==> config.mk <==
export PLATFORM = sky130hd
export DESIGN_NAME = rbfu_addr_gen_flat
export DESIGN_NICKNAME = d
export VERILOG_FILES = /design/src/rtl/rbfu_addr_gen_if.sv /design/src/rtl/rbfu_addr_gen.sv /design/src/flat_wrapper.sv
export SDC_FILE = /design/constraint.sdc
export NUM_CORES = 1
export LEC_CHECK = 0
export ABC_AREA = 0
export BUFFER_PORTS_ARGS = -buffer_cell sky130_fd_sc_hd__buf_2
export CAP_MARGIN = 25
export CORE_MARGIN = 2
export CORE_UTILIZATION = 40
export CTS_BUF_LIST = sky130_fd_sc_hd__clkbuf_16
export CTS_CLUSTER_SIZE = 8
export DETAILED_ROUTE_END_ITERATION = 6
export PLACE_DENSITY = 0.54
export SETUP_SLACK_MARGIN = 0.5
export SLEW_MARGIN = 20
export SYNTH_ARGS = -nofsm -noshare
export SYNTH_HDL_FRONTEND = slang
export SYNTH_SLANG_ARGS = --single-unit
==> constraint.sdc <==
create_clock -name clk -period 14.2 [get_ports clk]
set_input_delay 2.84 -clock clk [delete_from_list [all_inputs] [get_ports clk]]
set_output_delay 2.84 -clock clk [all_outputs]
set_load 0.005 [all_outputs]
==> src/rtl/rbfu_addr_gen_if.sv <==
// Issue-side bus of the RBFU read address generator: pass control in,
// per-bank addresses, lane selectors and issue tags out.
interface rbfu_addr_gen_if #(
    parameter int P      = 2,
    parameter int MAP    = 2,
    parameter int ADDR_W = 6
);
    logic                    start;
    logic                    en;
    logic [2*P*ADDR_W-1:0]   addr_bus;
    logic [2*P*MAP-1:0]      sel_BI_bus;
    logic                    rd_en;
    logic [2:0]              stage_idx;
    logic [5:0]              grp_idx;
    logic                    busy;
    logic                    done;

    // Controller side: launches passes and consumes the issue stream.
    modport master (
        output start, en,
        input  addr_bus, sel_BI_bus, rd_en, stage_idx, grp_idx, busy, done
    );

    // Generator side.
    modport slave (
        input  start, en,
        output addr_bus, sel_BI_bus, rd_en, stage_idx, grp_idx, busy, done
    );
endinterface

==> src/rtl/rbfu_addr_gen.sv <==
// Read-side address / bank-routing generator for one forward NTT pass
// (N = 256, 4 banks, 2 radix-2 butterflies per cycle).
// Two register stages: the first captures the (stage, group) being issued
// and advances the counters, the second registers the bank addresses,
// lane selectors and issue tags together so they leave in the same cycle.
module rbfu_addr_gen #(
    parameter int P      = 2,
    parameter int MAP    = 2,
    parameter int LOGN   = 8,
    parameter int ADDR_W = 6
) (
    input  logic             clk,
    input  logic             rst,
    rbfu_addr_gen_if.slave   bus
);
    localparam int NB = 2 * P;
    localparam int SW = $clog2(LOGN);
    localparam int GW = LOGN - MAP;

    typedef enum logic [1:0] {IDLE, RUN, DONE} state_t;

    state_t                state_reg;
    logic [SW-1:0]         s_reg;
    logic [GW-1:0]         g_reg;
    logic                  all_issued_reg;
    logic                  iss_v_reg;
    logic [SW-1:0]         iss_s_reg;
    logic [GW-1:0]         iss_g_reg;
    logic [NB*ADDR_W-1:0]  addr_reg;
    logic [NB*MAP-1:0]     sel_reg;
    logic                  rd_en_reg;
    logic [SW-1:0]         stage_reg;
    logic [GW-1:0]         grp_reg;
    logic                  busy_reg;
    logic                  done_reg;

    // Butterfly bit s, pair bit t = s+1 (wraps to 0 after the top bit).
    logic [SW-1:0]         t_pos;
    logic [LOGN-1:0]       g_ext;
    logic [LOGN-1:0]       bit_s;
    logic [LOGN-1:0]       bit_t;
    logic [LOGN-1:0]       base;
    logic [LOGN-1:0]       lane_c  [NB];
    logic [MAP-1:0]        lane_bi [NB];
    logic [NB*ADDR_W-1:0]  addr_next;
    logic [NB*MAP-1:0]     sel_next;

    assign t_pos = iss_s_reg + 1'b1;
    assign g_ext = LOGN'(iss_g_reg);
    assign bit_s = LOGN'(1) << iss_s_reg;
    assign bit_t = LOGN'(1) << t_pos;

    // Spread the group bits around the two zeroed positions. For s < 7 the
    // holes are adjacent (s, s+1); for s = 7 they are bit 0 and bit 7.
    assign base = (iss_s_reg == SW'(LOGN - 1))
                ? (g_ext << 1)
                : (((g_ext >> iss_s_reg) << ({1'b0, iss_s_reg} + 4'd2))
                   | (g_ext & (bit_s - LOGN'(1))));

    // Lane l sets bit s when l[0] and bit t when l[1]; its bank is the
    // base-4 digit sum of the coefficient index.
    for (genvar gi = 0; gi < NB; gi++) begin : g_lane
        assign lane_c[gi]  = base
                           | (((gi & 1) != 0) ? bit_s : '0)
                           | (((gi & 2) != 0) ? bit_t : '0);
        assign lane_bi[gi] = lane_c[gi][1:0] + lane_c[gi][3:2]
                           + lane_c[gi][5:4] + lane_c[gi][7:6];
    end

    // Scatter each lane's address and lane number into the bank it maps to.
    always_comb begin
        addr_next = '0;
        sel_next  = '0;
        for (int l = 0; l < NB; l++) begin
            addr_next[lane_bi[l]*ADDR_W +: ADDR_W] = lane_c[l][LOGN-1:MAP];
            sel_next[lane_bi[l]*MAP +: MAP]        = MAP'(l);
        end
    end

    // Pass FSM, stage/group counters, issue capture and registered outputs.
    always_ff @(posedge clk) begin
        if (rst) begin
            state_reg      <= IDLE;
            s_reg          <= '0;
            g_reg          <= '0;
            all_issued_reg <= 1'b0;
            iss_v_reg      <= 1'b0;
            iss_s_reg      <= '0;
            iss_g_reg      <= '0;
            addr_reg       <= '0;
            sel_reg        <= '0;
            rd_en_reg      <= 1'b0;
            stage_reg      <= '0;
            grp_reg        <= '0;
            busy_reg       <= 1'b0;
            done_reg       <= 1'b0;
        end else begin
            iss_v_reg <= 1'b0;
            case (state_reg)
                IDLE: begin
                    if (bus.start) begin
                        state_reg      <= RUN;
                        s_reg          <= '0;
                        g_reg          <= '0;
                        all_issued_reg <= 1'b0;
                        busy_reg       <= 1'b1;
                    end
                end
                RUN: begin
                    if (bus.en && !all_issued_reg) begin
                        iss_v_reg <= 1'b1;
                        iss_s_reg <= s_reg;
                        iss_g_reg <= g_reg;
                        g_reg     <= g_reg + 1'b1;
                        if (g_reg == '1) begin
                            s_reg <= s_reg + 1'b1;
                            if (s_reg == '1) begin
                                all_issued_reg <= 1'b1;
                            end
                        end
                    end
                    // Leave once the final issue has been presented.
                    if (rd_en_reg && stage_reg == '1 && grp_reg == '1) begin
                        state_reg <= DONE;
                        done_reg  <= 1'b1;
                    end
                end
                DONE: begin
                    state_reg <= IDLE;
                    done_reg  <= 1'b0;
                    busy_reg  <= 1'b0;
                end
                default: begin
                    state_reg <= IDLE;
                end
            endcase

            // Output stage: update only on a real issue, otherwise hold.
            rd_en_reg <= iss_v_reg;
            if (iss_v_reg) begin
                addr_reg  <= addr_next;
                sel_reg   <= sel_next;
                stage_reg <= iss_s_reg;
                grp_reg   <= iss_g_reg;
            end
        end
    end

    assign bus.addr_bus   = addr_reg;
    assign bus.sel_BI_bus = sel_reg;
    assign bus.rd_en      = rd_en_reg;
    assign bus.stage_idx  = stage_reg;
    assign bus.grp_idx    = grp_reg;
    assign bus.busy       = busy_reg;
    assign bus.done       = done_reg;
endmodule

==> src/flat_wrapper.sv <==
// flat-port wrapper written by rule: the top's interface ports become plain ports
module rbfu_addr_gen_flat 
#(
    parameter int P      = 2,
    parameter int MAP    = 2,
    parameter int LOGN   = 8,
    parameter int ADDR_W = 6
)
  (clk, rst, bus_start, bus_en, bus_addr_bus, bus_sel_BI_bus, bus_rd_en, bus_stage_idx, bus_grp_idx, bus_busy, bus_done);
  rbfu_addr_gen_if #(.P(P), .MAP(MAP), .ADDR_W(ADDR_W)) bus_i ();
  input  logic clk;
  input  logic rst;
  input wire logic [$bits(bus_i.start)-1:0] bus_start;
  input wire logic [$bits(bus_i.en)-1:0] bus_en;
  output wire logic [$bits(bus_i.addr_bus)-1:0] bus_addr_bus;
  output wire logic [$bits(bus_i.sel_BI_bus)-1:0] bus_sel_BI_bus;
  output wire logic [$bits(bus_i.rd_en)-1:0] bus_rd_en;
  output wire logic [$bits(bus_i.stage_idx)-1:0] bus_stage_idx;
  output wire logic [$bits(bus_i.grp_idx)-1:0] bus_grp_idx;
  output wire logic [$bits(bus_i.busy)-1:0] bus_busy;
  output wire logic [$bits(bus_i.done)-1:0] bus_done;
  assign bus_i.start = bus_start;
  assign bus_i.en = bus_en;
  assign bus_addr_bus = bus_i.addr_bus;
  assign bus_sel_BI_bus = bus_i.sel_BI_bus;
  assign bus_rd_en = bus_i.rd_en;
  assign bus_stage_idx = bus_i.stage_idx;
  assign bus_grp_idx = bus_i.grp_idx;
  assign bus_busy = bus_i.busy;
  assign bus_done = bus_i.done;
  rbfu_addr_gen #(.P(P), .MAP(MAP), .LOGN(LOGN), .ADDR_W(ADDR_W)) u_core (.clk(clk), .rst(rst), .bus(bus_i));
endmodule
[After elaboration in Yosys (flattened, before gate mapping)]
Cells that the tools add are included.
Storage, ports and cells
  register bits: 66
  bits in latches: 0
  memory bits (writable): 0
  memory bits (read-only): 0
  input port bits: 4
  memories: 0
Operators by class
  add/sub/neg operators: 25
  $mul: 4
  div/mod/pow operators: 0
  magnitude comparators: 0
  equal/unequal tests: 12
  shifts and indexed selects: 20
  multiplexer cells: 27
  bitwise gates (word level): 8
  reductions and logical operators: 16
Operators with widths (count)
  $neg A3 Y34: 4
  $neg A5 Y34: 4
  $shift A2 B34 Y8 const A: 4
  $shift A6 B34 Y24 const A: 4
  $shiftx A2 B34 Y8 const A: 4
  $shiftx A6 B34 Y24: 4
  $bwmux W24: 3
  $or A8 B8 Y8: 4
  $add A2 B2 Y2: 12
  $and A24 B24 Y24: 1
  $bwmux W8: 3
  $mul A2 B2 Y4 const B: 4
  $shl A1 B3 Y8 const A: 2
  $eq A6 B6 Y1 const B: 2
  $mux W6: 2
  $pmux W6 S2: 1
  $eq A3 B3 Y1 const B: 3
  $mux W3: 3
  $and A6 B8 Y8: 1
  $and A8 B8 Y8: 1
  $mux W8: 1
  $ne A2 B1 Y1 const B: 4
  $reduce_and A2 Y1: 4
  $shl A8 B4 Y8: 1
  22 further kinds: 36

[Logic depth before layout (Yosys ltp)]
  depth after elaboration: 15
  depth in mapped cells: 23
  depth with buffers taken out: 21

[Least setup slack after synthesis]
No wires, ideal clock.
  kind: register -> register
  from: register u_core.iss_s_reg[2]
  to: register u_core.addr_reg[13], in the netlist u_core.bus.addr_bus[13]
  arrival time: 5.373 ns
  data required time: 14.109 ns
  slack: 8.736 ns
  stages on the path, launching flop included: 23
  buffers on the path: 4
  period minus slack after synthesis: 5.464 ns
  cells stage by stage: dfxtp_1 -> buf_6 -> buf_8 -> clkbuf_1 -> inv_1 -> ha_1 -> buf_2 -> nor2_1 -> a41oi_1 -> a32oi_2 -> or2_2 -> fa_1 -> ha_1 -> xnor2_1 -> xnor2_1 -> xor2_1 -> ha_1 -> or4b_2 -> nor3_2 -> inv_1 -> a21oi_1 -> o21ai_0 -> a311oi_1
Between the ends
  cells in the longest elaborated chain, start to end: 15
  elaborated cells between the ends (all ways): 46
Ends and longest elaborated chain
  from (decl): RTL line rbfu_addr_gen.sv:27  | logic [SW-1:0] iss_s_reg;
  from (signal assigned): RTL line rbfu_addr_gen.sv:112  | iss_s_reg <= s_reg;
  $shl A1 B3 Y8: RTL line rbfu_addr_gen.sv:50  | assign bit_s = LOGN'(1) << iss_s_reg;
  $sub A8 B1 Y8: RTL line rbfu_addr_gen.sv:58  | | (g_ext & (bit_s - LOGN'(1))));
  $and A6 B8 Y8: RTL line rbfu_addr_gen.sv:58
  $or A8 B8 Y8: RTL line rbfu_addr_gen.sv:58
  $mux W8: RTL line rbfu_addr_gen.sv:56  | ? (g_ext << 1)
  $add A2 B2 Y2 or $or A8 B8 Y8 (tied branches): RTL line rbfu_addr_gen.sv:66, rbfu_addr_gen.sv:64
  $add A2 B2 Y2 (on tied branches): RTL line rbfu_addr_gen.sv:67, rbfu_addr_gen.sv:66
  $add A2 B2 Y2: RTL line rbfu_addr_gen.sv:67  | + lane_c[gi][5:4] + lane_c[gi][7:6];
  $mul A2 B2 Y4 or $add A2 B2 Y2 (tied branches): RTL line rbfu_addr_gen.sv:75, rbfu_addr_gen.sv:67
  $neg A5 Y34 or $mul A2 B2 Y4 (tied branches): RTL line rbfu_addr_gen.sv:75  | addr_next[lane_bi[l]*ADDR_W +: ADDR_W] = lane_c[l][LOGN-1:MAP];
  $shiftx A6 B34 Y24, or another cell as far along: RTL line rbfu_addr_gen.sv:75
  $and A24 B24 Y24 (no source line), or another cell as far along
  $bwmux W24 (2 in a row): RTL line rbfu_addr_gen.sv:75
  $bwmux W24 (*): RTL line rbfu_addr_gen.sv:75
  to (signal assigned): RTL line rbfu_addr_gen.sv:141  | addr_reg <= addr_next;
  to (decl): RTL line rbfu_addr_gen.sv:29  | logic [NB*ADDR_W-1:0] addr_reg;
Every way passes the cells marked *; elsewhere a longest branch is shown, timed or not.
A chain may end at the register's enable or synchronous reset.

[Final worst setup path]
  from: register u_core.iss_s_reg[0]
  to: register u_core.addr_reg[13], in the netlist u_core.bus.addr_bus[13]
Same word-level chain as after synthesis.

==> results.md <==
* Hold Vio Cnt, Final at 0
* Initial antenna violation count at 0
* First-pass GRT wire length at roughly 26000 µm
* Vias per std cell at 5.83
* Area leader, netlist: dfxtp_1
* Final period utilization at 0.456
* Startpoint Class: flop
* # Post-CTS Setup Buffers at 0
* Top cells by area, synth: dfxtp_1, ha_1, nor2_1, nand2_1, a21oi_1
* P per Cell Area at between 80 and 90 nW/µm²
* Number of flops mapped to enable cells by yosys at 0
* Clock transition at path regs at around 60 ps
* Most common cell in the netlist: nor2_1
* Syn Area/Cell at about 8 µm²
* Worst-margin pin slew at about 940 ps
* Gr ovfl total at 0
* Number of global-route vias before repair at around 4.7k
* Die outline height at between 100 and 150 µm
* DRC viols at 0
* MaxCap Viol Count at 0
* CP Capture Type: flop
* Drt total wl at roughly 17000 µm
* Layout area overhead at 12.5%
* CTS buffer count at 9
* Antenna-violating nets left at 0
* DR WL/cell at about 20 µm
* Final GP Congestion at between 0.9 and 1
* WP data required at around 14000 ps
* Top cells by count, synth: nor2_1, dfxtp_1, nand2_1
* Final min period at 6470 ps
* WL met3 at about 940 µm
* Post-Syn Area at around 5000 µm²
* Gr usage total at 0.251
* IO Pins at 48
* CTS root buf: clkbuf_16
* Peak supply drop at 51.5 µV
* Max FO, Critical Path at 26
* Crit Path Class: flop to flop
* #FFs+latches synth at 66
* Antenna diodes at 0
* Crit. Startpoint: u_core.iss_s_reg[0]
* Reg2Reg Setup Slack at approximately 7700 ps
* Largest net degree at the start of global routing at 66
* Post-synthesis sequential area ratio at 0.258
* Vias at ~5k
* Fillers at between 1k and 1.5k
* Gate Count Post-Synth at about 640
* Post-synth top area share at 0.258
* Final Slew Violations at 0
* Max clock buf depth at 2
* Die ar. at 13700 µm²
* Cell Area, Placed at about 5500 µm²
* CTS tree: built
* Final setup violating endpoints at 0
* Final setup TNS at 0 ps
* Crit path DAT at 6720 ps
* Multi-input logic area at approximately 3600 µm²
* Row count at approximately 40
* Max layer used: met4
* Layout cells sized above 1 at 0.150
* Clock Skew at 5.08 ps
* H-tree levels at 3
* Dominant synthesized flop cell: dfxtp_1
* FF-to-FF End: u_core.bus.addr_bus[13]
* WL met2 at slightly above 8000 µm
* Outcome: completed
* Highest clock rate at between 150 and 200 MHz
* Worst Hold Depth at 2
* Core area at 12600 µm²
* Origin of the critical flop-to-flop path: u_core.iss_s_reg[0]
* Final instance area at about 5800 µm²
* Area occupied by registers at ~1300 µm²
* R2R depth at 19
* Yosys cell types at slightly below 80
* Relative slew margins at 0.376
* Die width at about 120 µm
* RSZ-0062 raised after global routing: false
* Met1 WL at between 7000 and 8000 µm
* Pleak at around 2.4 nW
* DRT Pass-1 Iters at 7
* Initial Util at 0.407
* End point of the critical path: u_core.bus.addr_bus[13]
* HPWL Detailed at roughly 12000 µm
* Max reg flops at 24
* Post_cts resized at 0
* Synthesized Nets at 695
* I/O Buffers at 47
* Synthesis warning total at 0
* Layout net count at between 700 and 800
* Sinks on Clock Net at 66
* Synth async-reset ratio at 0
* Min-delay worst type: flop to flop
* Initial drt markers at 427
* Overall power at about 0.0005 W
* Clk_lat worst skew at about 340 ps
* Hold Buf Count CTS at 0
cell usage in the layout, fill, tap and decap left out, types with 8 or more instances in the layout:
cell type and count:
a211oi_1 22, a21oi_1 40, buf_2 47, clkbuf_16 9, dfxtp_1 65, ha_1 44, inv_1 24, mux2i_1 13
nand2_1 62, nand2b_1 13, nand3_1 15, nor2_1 92, nor2b_1 8, nor3_1 21, o21ai_0 13, o22ai_1 12
or2_2 10, or3_1 8, xnor2_1 14, xor2_1 12
metrics by stage:
step	utilization	hold WS, ps	std cells	worst slack (ps)
after floorplan	-	424	643	8740
after global placement	0.433	440	834	8100
after detailed placement	0.434	463	834	7780
after CTS	0.458	475	850	7780
after global routing	0.458	497	850	7200
final	0.458	471	850	7730
cells by family after synthesis:
| family | after synthesis | share of synthesized area |
|---|---|---|
| simple gates | 274 | 0.269 |
| compound gates | 157 | 0.226 |
| flops | 66 | 0.258 |
| buf+inv | 57 | 0.0482 |
| fa+ha+maj | 48 | 0.123 |
| xor+xnor | 27 | 0.0477 |
| mux | 14 | 0.0276 |
layout make-up:
class	count	area share
Tap cell	172	0.0374
Multi-Input combinational cell	520	0.617
Inverter	24	0.0157
Clock inverter	7	0.0133
Sequential cell	66	0.230
Timing Repair Buffer	52	0.0474
Clock buffer	9	0.0391
critical path: stages, from the launching register on:
cell and delay (ps):
dfxtp_1 690, inv_1 160, nor2_1 220, ha_1 810, or4b_4 280, a211oi_4 50
a221oi_2 400, nand2b_1 320, fa_1 540, ha_1 200, xnor2_1 190, xnor2_1 190
xor2_1 340, ha_1 340, or4b_2 690, nor3_2 350, inv_1 100, a21oi_1 120
o21ai_0 80, a311oi_1 270
how the worst min path moves through the flow:
stage / from / end / slack [ps]
final: u_core.bus.addr_bus[5] / u_core.bus.addr_bus[5] / 470
after global routing: u_core.all_issued_reg / u_core.iss_v_reg / 500
after CTS: u_core.bus.addr_bus[17] / u_core.bus.addr_bus[17] / 470
after detailed placement: u_core.bus.addr_bus[17] / u_core.bus.addr_bus[17] / 460
after global placement: u_core.all_issued_reg / u_core.iss_v_reg / 440
after floorplan: u_core.all_issued_reg / u_core.iss_v_reg / 420
per-layer routing:
layer / GRT usage / vias up
met4: 0.107 / 0
met2: 0.429 / 195
li1: - / 2382
met3: 0.0402 / 34
met1: 0.312 / 2344
met5: 0 / -
where the power goes:
| group | total (W) | internal, W | switching [W] | leakage (nW) |
|---|---|---|---|---|
| Sequential | 0.000194 | 0.000190 | 0.00000340 | 0.535 |
| Combinational | 0.0000687 | 0.0000241 | 0.0000446 | 1.68 |
| Clock | 0.000231 | 0.000137 | 0.0000940 | 0.142 |
(Power assumes the default switching activity.)
